--- config.mk ---
export PLATFORM = sky130hd
export DESIGN_NAME = velocity_display_sequencer_flat
export DESIGN_NICKNAME = d
export VERILOG_FILES = /design/src/rtl/velocity_display_sequencer_if.sv /design/src/rtl/velocity_display_sequencer.sv /design/src/flat_wrapper.sv
export SDC_FILE = /design/constraint.sdc
export NUM_CORES = 1
export LEC_CHECK = 0
export CELL_PAD_IN_SITES_DETAIL_PLACEMENT = 0
export CELL_PAD_IN_SITES_GLOBAL_PLACEMENT = 2
export CORE_MARGIN = 2
export CORE_UTILIZATION = 32
export DETAILED_ROUTE_END_ITERATION = 7
export GPL_TIMING_DRIVEN = 0
export PLACE_DENSITY = 0.9
export SLEW_MARGIN = 20
export SYNTH_ARGS = -nofsm -noshare
export SYNTH_HDL_FRONTEND = slang
export SYNTH_SLANG_ARGS = --single-unit
--- constraint.sdc ---
create_clock -name i_clk -period 2.7 [get_ports i_clk]
set_input_delay 0.405 -clock i_clk [delete_from_list [all_inputs] [get_ports i_clk]]
set_output_delay 0.405 -clock i_clk [all_outputs]
set_load 0.01 [all_outputs]
--- src/rtl/velocity_display_sequencer_if.sv ---
// Bus between car physics / bar renderer and the velocity display sequencer.
// The sequencer attaches through the slave modport; whoever drives the frame
// pulse and velocities and consumes the digits uses the master modport.
interface velocity_display_sequencer_if #(
   parameter int VEL_WIDTH = 10
);
   logic                 i_frame_start;
   logic [VEL_WIDTH-1:0] i_car1_vel;
   logic [VEL_WIDTH-1:0] i_car2_vel;
   logic [11:0]          o_car1_digits;
   logic [11:0]          o_car2_digits;
   logic [1:0]           o_car1_blank;
   logic [1:0]           o_car2_blank;
   logic                 o_busy;
   logic                 o_done;
   logic                 o_overrun;

   modport master (
      output i_frame_start, i_car1_vel, i_car2_vel,
      input  o_car1_digits, o_car2_digits, o_car1_blank, o_car2_blank,
             o_busy, o_done, o_overrun
   );

   modport slave (
      input  i_frame_start, i_car1_vel, i_car2_vel,
      output o_car1_digits, o_car2_digits, o_car1_blank, o_car2_blank,
             o_busy, o_done, o_overrun
   );
endinterface

--- src/rtl/velocity_display_sequencer.sv ---
// Per-frame scheduler sharing one sequential double-dabble binary-to-BCD
// converter between car 1 and car 2. Each car's speed magnitude is saturated
// to DISPLAY_MAX and turned into hundred/ten/one digits plus leading-zero
// blank flags for the bar-digit renderer.
module velocity_display_sequencer #(
   parameter int VEL_WIDTH   = 10,
   parameter int DISPLAY_MAX = 999
) (
   input logic                          i_clk,
   input logic                          i_rst_n,
   velocity_display_sequencer_if.slave  bus
);

   // The saturated magnitude never exceeds 2^(VEL_WIDTH-1) nor DISPLAY_MAX,
   // so VEL_WIDTH shift steps always cover it.
   localparam int                 CNT_W    = $clog2(VEL_WIDTH + 1);
   localparam logic [CNT_W-1:0]   LAST_CNT = CNT_W'(VEL_WIDTH - 1);
   localparam logic [VEL_WIDTH-1:0] SAT_VAL = VEL_WIDTH'(DISPLAY_MAX);

   typedef enum logic [2:0] {
      S_IDLE,
      S_LOAD,
      S_SHIFT,
      S_STORE,
      S_DONE
   } state_t;

   state_t                 r_state;
   state_t                 w_state_next;
   logic                   r_sel;        // 0 = car 1, 1 = car 2
   logic [VEL_WIDTH-1:0]   r_snap1;
   logic [VEL_WIDTH-1:0]   r_snap2;
   logic [VEL_WIDTH-1:0]   r_bin;
   logic [11:0]            r_bcd;
   logic [CNT_W-1:0]       r_cnt;
   logic [11:0]            r_digits1;
   logic [11:0]            r_digits2;
   logic [1:0]             r_blank1;
   logic [1:0]             r_blank2;
   logic                   r_overrun;

   logic [VEL_WIDTH-1:0]   w_snap_sel;
   logic [VEL_WIDTH:0]     w_ext;
   logic [VEL_WIDTH:0]     w_mag;
   logic [VEL_WIDTH-1:0]   w_sat;
   logic [11:0]            w_bcd_adj;
   logic [12+VEL_WIDTH-1:0] w_dd_next;
   logic [1:0]             w_blank;

   // Magnitude is formed one bit wider so the most negative input does not wrap.
   assign w_snap_sel = r_sel ? r_snap2 : r_snap1;
   assign w_ext      = {w_snap_sel[VEL_WIDTH-1], w_snap_sel};
   assign w_mag      = w_ext[VEL_WIDTH] ? (~w_ext + 1'b1) : w_ext;
   assign w_sat      = (32'(w_mag) > 32'(DISPLAY_MAX)) ? SAT_VAL : w_mag[VEL_WIDTH-1:0];

   // Double-dabble correction: every BCD nibble of 5 or more gets +3 before the shift.
   genvar gi;
   generate
      for (gi = 0; gi < 3; gi++) begin : g_adj
         assign w_bcd_adj[4*gi +: 4] = (r_bcd[4*gi +: 4] >= 4'd5) ?
                                       (r_bcd[4*gi +: 4] + 4'd3) : r_bcd[4*gi +: 4];
      end
   endgenerate

   assign w_dd_next = {w_bcd_adj, r_bin} << 1;

   // Hundreds blank when zero; tens blank only when hundreds is blank too.
   assign w_blank = {(r_bcd[11:8] == 4'd0), (r_bcd[11:8] == 4'd0) && (r_bcd[7:4] == 4'd0)};

   // State register.
   always_ff @(posedge i_clk) begin
      if (!i_rst_n) r_state <= S_IDLE;
      else          r_state <= w_state_next;
   end

   // Next-state logic for the two-car conversion sequence.
   always_comb begin
      w_state_next = r_state;
      unique case (r_state)
         S_IDLE:  if (bus.i_frame_start) w_state_next = S_LOAD;
         S_LOAD:  w_state_next = S_SHIFT;
         S_SHIFT: if (r_cnt == LAST_CNT) w_state_next = S_STORE;
         S_STORE: w_state_next = r_sel ? S_DONE : S_LOAD;
         S_DONE:  w_state_next = S_IDLE;
         default: w_state_next = S_IDLE;
      endcase
   end

   // Datapath: snapshot, converter registers and the held per-car outputs.
   always_ff @(posedge i_clk) begin
      if (!i_rst_n) begin
         r_sel     <= 1'b0;
         r_snap1   <= '0;
         r_snap2   <= '0;
         r_bin     <= '0;
         r_bcd     <= '0;
         r_cnt     <= '0;
         r_digits1 <= 12'h000;
         r_digits2 <= 12'h000;
         r_blank1  <= 2'b11;
         r_blank2  <= 2'b11;
      end else begin
         unique case (r_state)
            S_IDLE: begin
               if (bus.i_frame_start) begin
                  r_snap1 <= bus.i_car1_vel;
                  r_snap2 <= bus.i_car2_vel;
                  r_sel   <= 1'b0;
               end
            end
            S_LOAD: begin
               r_bin <= w_sat;
               r_bcd <= '0;
               r_cnt <= '0;
            end
            S_SHIFT: begin
               r_bcd <= w_dd_next[VEL_WIDTH +: 12];
               r_bin <= w_dd_next[VEL_WIDTH-1:0];
               r_cnt <= r_cnt + 1'b1;
            end
            S_STORE: begin
               if (r_sel) begin
                  r_digits2 <= r_bcd;
                  r_blank2  <= w_blank;
               end else begin
                  r_digits1 <= r_bcd;
                  r_blank1  <= w_blank;
                  r_sel     <= 1'b1;
               end
            end
            default: ;
         endcase
      end
   end

   // A frame pulse arriving while a sequence runs is dropped and flagged.
   always_ff @(posedge i_clk) begin
      if (!i_rst_n) r_overrun <= 1'b0;
      else          r_overrun <= bus.i_frame_start && (r_state != S_IDLE);
   end

   assign bus.o_car1_digits = r_digits1;
   assign bus.o_car2_digits = r_digits2;
   assign bus.o_car1_blank  = r_blank1;
   assign bus.o_car2_blank  = r_blank2;
   assign bus.o_busy        = (r_state != S_IDLE);
   assign bus.o_done        = (r_state == S_DONE);
   assign bus.o_overrun     = r_overrun;

endmodule

--- src/flat_wrapper.sv ---
// flat-port wrapper written by rule: the top's interface ports become plain ports
module velocity_display_sequencer_flat 
#(
   parameter int VEL_WIDTH   = 10,
   parameter int DISPLAY_MAX = 999
)
  (i_clk, i_rst_n, bus_i_frame_start, bus_i_car1_vel, bus_i_car2_vel, bus_o_car1_digits, bus_o_car2_digits, bus_o_car1_blank, bus_o_car2_blank, bus_o_busy, bus_o_done, bus_o_overrun);
  velocity_display_sequencer_if #(.VEL_WIDTH(VEL_WIDTH)) bus_i ();
  input logic i_clk;
  input logic i_rst_n;
  input wire logic [$bits(bus_i.i_frame_start)-1:0] bus_i_frame_start;
  input wire logic [$bits(bus_i.i_car1_vel)-1:0] bus_i_car1_vel;
  input wire logic [$bits(bus_i.i_car2_vel)-1:0] bus_i_car2_vel;
  output wire logic [$bits(bus_i.o_car1_digits)-1:0] bus_o_car1_digits;
  output wire logic [$bits(bus_i.o_car2_digits)-1:0] bus_o_car2_digits;
  output wire logic [$bits(bus_i.o_car1_blank)-1:0] bus_o_car1_blank;
  output wire logic [$bits(bus_i.o_car2_blank)-1:0] bus_o_car2_blank;
  output wire logic [$bits(bus_i.o_busy)-1:0] bus_o_busy;
  output wire logic [$bits(bus_i.o_done)-1:0] bus_o_done;
  output wire logic [$bits(bus_i.o_overrun)-1:0] bus_o_overrun;
  assign bus_i.i_frame_start = bus_i_frame_start;
  assign bus_i.i_car1_vel = bus_i_car1_vel;
  assign bus_i.i_car2_vel = bus_i_car2_vel;
  assign bus_o_car1_digits = bus_i.o_car1_digits;
  assign bus_o_car2_digits = bus_i.o_car2_digits;
  assign bus_o_car1_blank = bus_i.o_car1_blank;
  assign bus_o_car2_blank = bus_i.o_car2_blank;
  assign bus_o_busy = bus_i.o_busy;
  assign bus_o_done = bus_i.o_done;
  assign bus_o_overrun = bus_i.o_overrun;
  velocity_display_sequencer #(.VEL_WIDTH(VEL_WIDTH), .DISPLAY_MAX(DISPLAY_MAX)) u_core (.i_clk(i_clk), .i_rst_n(i_rst_n), .bus(bus_i));
endmodule
==> impl_metrics.json, run 1 <==
{
  "globalplace.congestion": 0.7996,
  "grt.overflow.total": 0,
  "htree_num_levels": 3,
  "finish.net_count": 541,
  "die_y_um": 109.9,
  "postSynthRegisterBits": 79,
  "synthTopCellsByCount": "nand2_1, dfxtp_1, a21oi_1",
  "power_density_nw_per_um2": 554.2,
  "num_antenna_cells": 0,
  "share_seq_of_total_power_pct": 51.5,
  "cp_data_required_time_ns": 2.30,
  "remaining_drc_errors": 0,
  "drt-pass1-iter-count": 4,
  "clockBufferDepth": 2,
  "wl_um": 9326,
  "period_minus_slack_ns": 2.377,
  "place.port_buffers": 53,
  "fillerInstances": 1124,
  "dieArea_um2": 12080,
  "drtAntennaViolNets": 0,
  "critPathMaxStageDelay_ns": 0.51,
  "run_status": "finished, final reports clean",
  "grt_max_degree": 12,
  "synth.cell_area_um2": 3588,
  "clock-sinks": 79,
  "avgRoutedWirePerCell_um": 14.35,
  "num_vias": 3209,
  "synthFlopType": "dfxtp_1",
  "die-width_um": 109.9,
  "area_share_of_the_largest_cell_type_after_synthesis_pct": 44.07,
  "syn2layout_area_growth_pct": 23.92,
  "clkSlewWorstSetupHoldPaths_ns": 0.08,
  "final_layout_size_suffix_gt1_share_pct": 7.059,
  "final.hold.worst_slack_ns": 0.4546,
  "timing.critical_path.fanout_max": 10,
  "core.rowCount": 38,
  "avgSynthCellArea_um2": 8.082,
  "kind_of_capture_point_of_the_worst_setup_path": "output port",
  "switchingPower_mw": 0.7338,
  "internal_power_mw": 1.731,
  "fin_worst_skew_ns": 0.01090,
  "path_buf_inv": 3,
  "timing.max_cap.violations": 0,
  "grt_pass1_wl_um": 14990,
  "worst_skew_pair_latency_ns": 0.36,
  "r2r-start": "u_core.r_sel",
  "path_class": "flop to output port",
  "logic_pwr_share_pct": 17.5,
  "synth_cells": 444,
  "worst_path_max_delay_cell": "clkdlybuf4s50_1",
  "cts_inserted_buffers": 9,
  "setup_viol_count_final": 0,
  "worstPathCellList": "buf_2 -> nor3_1 -> inv_1 -> clkdlybuf4s50_1",
  "synthesis.yosys.warnings": 0,
  "pin_slew_with_the_least_headroom_to_its_limit_ns": 0.6214,
  "final_critical_path_setup_slack_ns": 0.3229,
  "ctsRootBufferMaster": "clkbuf_8",
  "timing.critical_path.arrival_ns": 1.97,
  "mappedNetlistNets": 477,
  "floorplan.initialDensity_pct": 32.96,
  "final-hold-violation-count": 0,
  "startpoint_type": "flop",
  "switching_share_pct": 29.77,
  "via_count_of_the_first_global_routing_pass": 2934,
  "rsz0062_at_grt": "false",
  "largest_area_contributor_in_the_netlist": "dfxtp_1",
  "detailedPlacementHpwl_um": 6754,
  "ir_worst_vdd_mv": 0.2225,
  "holdBufCountCts": 0,
  "fmaxAchievable_mhz": 420.7,
  "synth.top_cells.by_area": "dfxtp_1, nand2_1, a21oi_1",
  "grtUsageTotal_pct": 16.39,
  "postCtsSetupBuffers": 0,
  "hold_start": "u_core.bus.o_car1_digits[11]",
  "detailedRoute.firstIterationViolations": 148,
  "asyncSetResetFlopFracSynth_pct": 0,
  "power.static_leakage_nw": 1.570,
  "drt-vias-per-instance": 4.937,
  "floorplan_core_area_um2": 10890,
  "timing.critical_path.from": "u_core.r_state[0]",
  "yosysMostFrequentCell": "nand2_1",
  "num_io_pins": 54,
  "critical-path-top-delay-family": "buffers and inverters",
  "synth.lib_cells_used.distinct": 48,
  "tritoncts": "yes",
  "max-slew-margin-rel_pct": 58.57,
  "final.period_utilization_pct": 88.04,
  "number_of_antenna_violations_at_the_first_check_in_global_routing": 0,
  "synth.yosys.seq_area_share_pct": 44.07,
  "min_path_type": "flop to flop",
  "setup-tns-final_ns": 0,
  "pre_cts_ws_ns": 0.4483,
  "synth-edff-count": 0,
  "post_cts.resized_instances": 0,
  "share_clk_of_total_power_pct": 31.0,
  "report.final.slew_viol_count": 0
}
## power by group through the flow
| stage | Sequential, mW | Clock [mW] | Combinational [mW] |
|---|---|---|---|
| 5_1_grt | 1.28 | 0.826 | 0.482 |
| 6_report | 1.27 | 0.764 | 0.431 |
| 2_1_floorplan | 1.28 | 0 | 0.287 |
| 3_5_place_dp | 1.30 | 0 | 0.433 |
| 3_3_place_gp | 1.30 | 0 | 0.430 |
| 4_1_cts | 1.27 | 0.788 | 0.435 |
## final cells by class
type                            count  area, um2  share of cell area [%]
Multi-Input combinational cell    327       1828                   41.11
Sequential cell                    79       1582                   35.57
Timing Repair Buffer               53      530.5                   11.93
Tap cell                          140      175.2                   3.939
Clock buffer                       12      145.1                   3.264
Buffer                             27      137.6                   3.095
Inverter                           11      41.29                  0.9285
Clock inverter                      1      7.507                  0.1688
## flip-flops by register name, summed over array words and instances, names as in the netlist
| signal | flops |
|---|---|
| u_core.r_cnt | 4 |
| u_core.r_state | 3 |
| u_core.r_sel | 1 |
| u_core.bus.o_car2_digits | 12 |
| u_core.r_snap2 | 10 |
| u_core.r_bin | 10 |
| u_core.bus.o_car1_blank | 2 |
| u_core.bus.o_overrun | 1 |
| u_core.bus.o_car1_digits | 12 |
| u_core.r_snap1 | 10 |
| u_core.bus.o_car2_blank | 2 |
| u_core.r_bcd | 12 |
## worst register-to-register path, cell delays in order, from the launching register on
cell	delay, ns
dfxtp_1	0.33
buf_6	0.15
buf_8	0.15
buf_2	0.26
mux2i_1	0.31
ha_1	0.25
nand2_2	0.09
o311ai_2	0.27
o41ai_1	0.13
a211oi_1	0.23
## cell families after synthesis
family	count (synthesis)	share of synthesized area (%)
adders and majority gates	10	3.487
AOI/OAI and AO/OA	121	19.98
xor gates and xnor gates	7	1.709
and+or+nand+nor	177	22.00
muxes	12	3.766
buffers and inverters	38	4.986
DFF	79	44.07
## per-layer routing
metal	wire, um	track usage (%)
met1	4535	21.22
met2	4319	26.95
met3	348	2.786
met4	123	6.600
met5	0	0
## stage by stage
stage                     power, mW  cells  util (%)  instance area (um2)
after floorplan               1.571    444         -                 3588
after global placement        1.725    637     39.44                 4294
after detailed placement      1.730    637     39.44                 4294
after CTS                     2.493    650     40.84                 4447
after global routing          2.585    650     40.84                 4447
final                         2.465    650     40.84                 4447
## cells in the final DEF, fill, tap and decap left out, types with 7 or more instances in the layout
master / instances
nand2_1: 111
dfxtp_1: 79
a21oi_1: 65
clkdlybuf4s50_1: 53
nor2_1: 24
o21ai_0: 18
buf_2: 14
clkbuf_1: 13
inv_1: 11
a22oi_1: 10
ha_1: 10
clkbuf_8: 10
mux2i_1: 9
nor3_1: 9
nand2b_1: 7
o211ai_1: 7
## worst paths after layout
check / endpoint / slack [ns] / cells after the start
worst max-delay path: bus_o_busy / 0.32 / 4
worst min-delay path: u_core.bus.o_car1_digits[11] / 0.45 / 2
worst max register to register: u_core.r_bin[8] / 0.46 / 9
worst min register to register: u_core.bus.o_car1_digits[11] / 0.45 / 2
(Power assumes the default switching activity.)
==> run 2: changes to the inputs <==
ABC_CLOCK_PERIOD_IN_PS = 2700   (was default)
==> results of run 2 <==
Same layout as run 1: the final DEF is identical, and so are final timing and power.
